**config.mk**
```make
export PLATFORM = sky130hd
export DESIGN_NAME = fetch_pipeline
export DESIGN_NICKNAME = d
export VERILOG_FILES = /design/src/rtl/fetch_pipeline.sv
export SDC_FILE = /design/constraint.sdc
export NUM_CORES = 1
export LEC_CHECK = 0
export BUFFER_PORTS_ARGS = -buffer_cell sky130_fd_sc_hd__buf_2
export CORE_MARGIN = 3
export CORE_UTILIZATION = 25
export DETAILED_ROUTE_END_ITERATION = 12
export PLACE_DENSITY_LB_ADDON = 0.15
export SETUP_SLACK_MARGIN = 0.02
export SLEW_MARGIN = 10
export SYNTH_ARGS = -nofsm -noshare
export SYNTH_HDL_FRONTEND = slang
export SYNTH_SLANG_ARGS = --single-unit
```
**constraint.sdc**
```tcl
create_clock -name clk -period 2.44 [get_ports clk]
set_clock_uncertainty 0.1 [all_clocks]
set_input_delay 0.488 -clock clk [delete_from_list [all_inputs] [get_ports clk]]
set_output_delay 0.488 -clock clk [all_outputs]
set_load 0.1 [all_outputs]
```
**src/rtl/fetch_pipeline.sv**
```systemverilog
// Instruction fetch front end: drives program-memory addresses, absorbs stalls and
// branch flushes, and delivers a STAGES-deep registered instruction stream to the decoder.
module fetch_pipeline #(
    parameter int                ADDR_W   = 8,
    parameter int                DATA_W   = 8,
    parameter int                STAGES   = 1,
    parameter logic [DATA_W-1:0] NOP_WORD = DATA_W'(8'hC8),
    parameter int                CNT_W    = 16
) (
    input  logic              clk,
    input  logic              reset,
    input  logic              stall,
    input  logic              jump,
    input  logic              conditional_jump,
    input  logic              zero_flag,
    input  logic [ADDR_W-1:0] jump_addr,
    input  logic [DATA_W-1:0] pm_data,
    output logic [ADDR_W-1:0] pm_address,
    output logic [ADDR_W-1:0] pc,
    output logic [DATA_W-1:0] ir_data,
    output logic              ir_valid,
    output logic              flush_pipeline,
    output logic [CNT_W-1:0]  branch_count
);

    generate
        if (STAGES < 1 || STAGES > 4) begin : g_bad_stages
            $error("fetch_pipeline: STAGES must be within 1..4");
        end
    endgenerate

    logic              take;
    logic [ADDR_W-1:0] pc_d, pc_q;
    logic [DATA_W-1:0] stg_data_d [STAGES];
    logic [DATA_W-1:0] stg_data_q [STAGES];
    logic [STAGES-1:0] stg_vld_d, stg_vld_q;
    logic [CNT_W-1:0]  branch_count_d, branch_count_q;

    function automatic logic [CNT_W-1:0] sat_inc(input logic [CNT_W-1:0] v);
        return (&v) ? v : v + CNT_W'(1);
    endfunction

    // Address select: reset > branch > stall (re-fetch pc) > sequential.
    always_comb begin
        take = jump | (conditional_jump & ~zero_flag);
        pc_d = pc_q + ADDR_W'(1);
        if (!reset) begin
            pc_d = '0;
        end else if (take) begin
            pc_d = jump_addr;
        end else if (stall) begin
            pc_d = pc_q;
        end
    end

    // Stage 0 captures the returning memory word; later stages shift behind it.
    // A flush or stall discards the word on pm_data this cycle.
    always_comb begin
        stg_data_d = stg_data_q;
        stg_vld_d  = stg_vld_q;
        if (!reset || take) begin
            stg_vld_d = '0;
        end else if (!stall) begin
            stg_data_d[0] = pm_data;
            stg_vld_d[0]  = 1'b1;
            for (int k = 1; k < STAGES; k++) begin
                stg_data_d[k] = stg_data_q[k-1];
                stg_vld_d[k]  = stg_vld_q[k-1];
            end
        end
    end

    always_comb begin
        branch_count_d = branch_count_q;
        if (!reset) begin
            branch_count_d = '0;
        end else if (take) begin
            branch_count_d = sat_inc(branch_count_q);
        end
    end

    always_ff @(posedge clk) begin
        if (!reset) begin
            pc_q           <= '0;
            stg_vld_q      <= '0;
            branch_count_q <= '0;
        end else begin
            pc_q           <= pc_d;
            stg_vld_q      <= stg_vld_d;
            branch_count_q <= branch_count_d;
        end
    end

    // Data words carry no reset; the valid bits alone decide what the decoder sees.
    always_ff @(posedge clk) begin
        stg_data_q <= stg_data_d;
    end

    assign pm_address     = pc_d;
    assign pc             = pc_q;
    assign ir_valid       = stg_vld_q[STAGES-1];
    assign ir_data        = stg_vld_q[STAGES-1] ? stg_data_q[STAGES-1] : NOP_WORD;
    assign flush_pipeline = take & reset;
    assign branch_count   = branch_count_q;

endmodule

```
==> metrics.md <==
| Metric | Value |
|---|---|
| Min cycle time layout | `2358 ps` |
| Die height | `roughly 88 µm` |
| Final core occ | `about two fifths` |
| Status | `completed` |
| HP Class | `input port to flop` |
| # setup viols final | `0` |
| Nets | `270` |
| Synth cell types | `40` |
| Vias | `1,578` |
| Largest net degree at the start of global routing | `28` |
| FP Rows | `29` |
| CTS Buffer Depth | `2` |
| R2r worst-path depth | `5` |
| Top Metal Used | `met4` |
| Tot Pwr | `around 1400 µW` |
| # fillers | `~670` |
| Worst skew pair latency | `280 ps` |
| Mapped Nets | `roughly 200` |
| Die Wd | `about 88 µm` |
| Met1 WL | `2.012 mm` |
| Ys async rst share | `0%` |
| DRT antenna net count | `0` |
| Critical path class | `flop to output pin` |
| Share of layout cells above drive strength 1 | `between 40% and 50%` |
| Vias per Instance | `4.870` |
| Worst Path Arrival | `between 1500 and 2000 ps` |
| Hold Buf Count CTS | `0` |
| Clock sink total | `33` |
| H-tree lvl count | `2` |
| R2R setup slack | `~640 ps` |
| DP HPWL | `3.324 mm` |
| CP max FO | `4` |
| WHS Endpoint | `stg_data_q[5]$_DFFE_PP_` |
| Min-delay src | `pm_data[5]` |
| Setup Buffers After CTS | `0` |
| Routed WL | `approximately 4.4 mm` |
| Remaining DRCs | `0` |
| Fin crit share | `~97%` |
| Port buffer count | `63` |
| Drt pass-1 iters | `4` |
| Met3 wire length | `approximately 230 µm` |
| FMAX | `about 0.42 GHz` |
| Max-cap violations | `0` |
| Sequential area share after synthesis | `between 40% and 50%` |
| Min-Delay Path Depth | `1` |
| Synthesis Warnings | `0` |
| Startpoint types | `flop` |
| Cells after Synth | `177` |
| Worst-margin pin slew | `549.1 ps` |
| All-Layer GR Usage | `between 10% and 20%` |
| Worst r2r src | `branch_count[0]$_SDFFE_PN0P_` |
| Starting DRT DRC Count | `61` |
| Number of global-route vias before repair | `1,528` |
| Clock root cell | `clkbuf_8` |
| Layout area overhead | `49.48%` |
| Final Slew Violations | `0` |
| Ys flop type | `dfxtp_1` |
| CTS tree | `done` |
| PwrDens | `approximately 560 nW/µm²` |
| Clk slew on worst S/H paths | `70 ps` |
| Die footprint | `a little under 8000 µm²` |
| Post-synth EDFFs | `8` |
| Initial antenna violation count | `0` |
| CP Capture Type | `output pin` |
| Core area | `around 6500 µm²` |
| Initial core utilization | `26.19%` |
| IO Count | `64` |
| Total grt overflow | `0` |
| #FFs+latches synth | `33` |
| First-pass GRT wire length | `7.120 mm` |
| Total CTS buffers | `5` |
| Routability congestion estimate | `between 0.6 and 0.7` |
| Synthesized area | `roughly 1700 µm²` |
| Antenna diodes | `0` |
| Max IR drop VDD | `~0.18 mV` |
| Final Hold Vio Count | `0` |
| RSZ-0062 raised after global routing | `true` |
| LEAKAGE | `just over 0.0009 µW` |
| Critical Path RT | `1850 ps` |
| Max_slew headroom | `63.40%` |
| Avg WL per Cell | `13.55 µm` |
| RR Endpoint | `branch_count[6]$_SDFFE_PN0P_` |
| Met2 routed WL | `between 2 and 2.5 mm` |
| Syn_area_per_cell | `9.557 µm²` |
layout by cell type, fill, tap and decap left out, types with 6 or more instances in the layout:
cell type / n
edfxtp_1: 8
o21ai_0: 6
buf_2: 55
a21oi_1: 13
buf_12: 9
dfxtp_4: 6
a211oi_4: 7
nor2_1: 8
a211oi_1: 7
nand2_1: 14
dfxtp_1: 15
metrics by stage:
| stage | cell area (µm²) | TNS, ps | hold WS, ps | setup slack [ps] | std cells |
|---|---|---|---|---|---|
| 2_1_floorplan | 1923 | -1038 | 486.9 | -284.8 | 177 |
| 3_3_place_gp | 2446 | 0 | 389.6 | 163.6 | 316 |
| 3_5_place_dp | 2446 | 0 | 392.1 | 146.4 | 316 |
| 4_1_cts | 2527 | 0 | 264.2 | 45.59 | 324 |
| 5_1_grt | 2529 | 0 | 254.7 | 6.448 | 324 |
| 6_report | 2529 | 0 | 274.7 | 82.41 | 324 |
Yosys cell counts (5+ instances only):
cell / number / area, µm²
dfxtp_1: 25 / 500.5
and2_1: 5 / 31.28
mux2i_1: 5 / 50.05
edfxtp_1: 8 / 240.2
o31ai_1: 5 / 37.54
a21oi_1: 14 / 70.07
nor2_1: 11 / 41.29
nand2_1: 14 / 52.55
xnor2_1: 5 / 43.79
o21ai_0: 6 / 30.03
nand3_1: 5 / 25.02
clkbuf_1: 5 / 18.77
nand2b_1: 7 / 43.79
nand4_1: 5 / 31.28
a211oi_1: 14 / 105.1
or4_1: 5 / 37.54
registers in the layout (all words and copies together) (netlist names):
| signal | count |
|---|---|
| branch_count | 16 |
| ir_valid | 1 |
| stg_data_q | 8 |
| pc | 8 |
routing by layer:
metal  GRT usage, %  vias to the layer above
met2          19.71                       40
met3          3.445                        4
met4          3.297                        0
met1          14.67                      741
met5              0                        -
li1               -                      793
cell families (layout without fill, tap and decap cells):
| group | count (synthesis) | count (layout) | share of synthesized area [%] |
|---|---|---|---|
| and+or+nand+nor | 77 | 77 | 28.11 |
| xor gates and xnor gates | 7 | 7 | 3.624 |
| muxes | 5 | 5 | 2.959 |
| buffers and inverters | 11 | 81 | 2.958 |
| AOI/OAI and AO/OA | 42 | 42 | 17.09 |
| adders and majority gates | 2 | 2 | 1.479 |
| DFF | 33 | 33 | 43.79 |
power by group:
part | internal [µW] | switching, µW | total (µW)
combinational | 113 | 307 | 421
sequential | 581 | 21.8 | 603
clock | 192 | 201 | 393
total | 886 | 530 | 1420
worst max-delay path: stages, from the launching register on:
cell      delay [ps]
dfxtp_4          380
ha_4             130
and4b_2          250
nand3_2          100
xor2_2           170
a211oi_4         240
buf_12           210
worst max path at each step:
stage | startpoint | endpoint | slack (ps) | cells after the start
finish | pc[1]$_SDFF_PN0_ | pm_address[6] | 80 | 6
global route | pc[1]$_SDFF_PN0_ | pm_address[6] | 6 | 6
CTS | pc[1]$_SDFF_PN0_ | pm_address[6] | 50 | 6
detailed placement | stall | pm_address[7] | 150 | 6
global placement | stall | pm_address[7] | 160 | 6
floorplan | pc[0]$_SDFF_PN0_ | pm_address[6] | -280 | 5
timing repair:
| action | 4_1_cts | 5_1_grt |
|---|---|---|
| endpoints found under the hold margin | 0 | 0 |
| endpoints found under the setup margin | 0 | 1 |
| gates resized for setup | 0 | 1 |
area by class of cell:
cell class	count	area, µm²	share of cell area (%)
Inverter	4	15.01	0.5938
Sequential cell	33	768.2	30.38
Clock buffer	5	68.82	2.721
Multi-Input combinational cell	133	1075	42.50
Clock inverter	3	12.51	0.4948
Timing Repair Buffer	69	493.0	19.50
Tap cell	77	96.34	3.810
No activity file was read; power rests on OpenSTA's default activity.
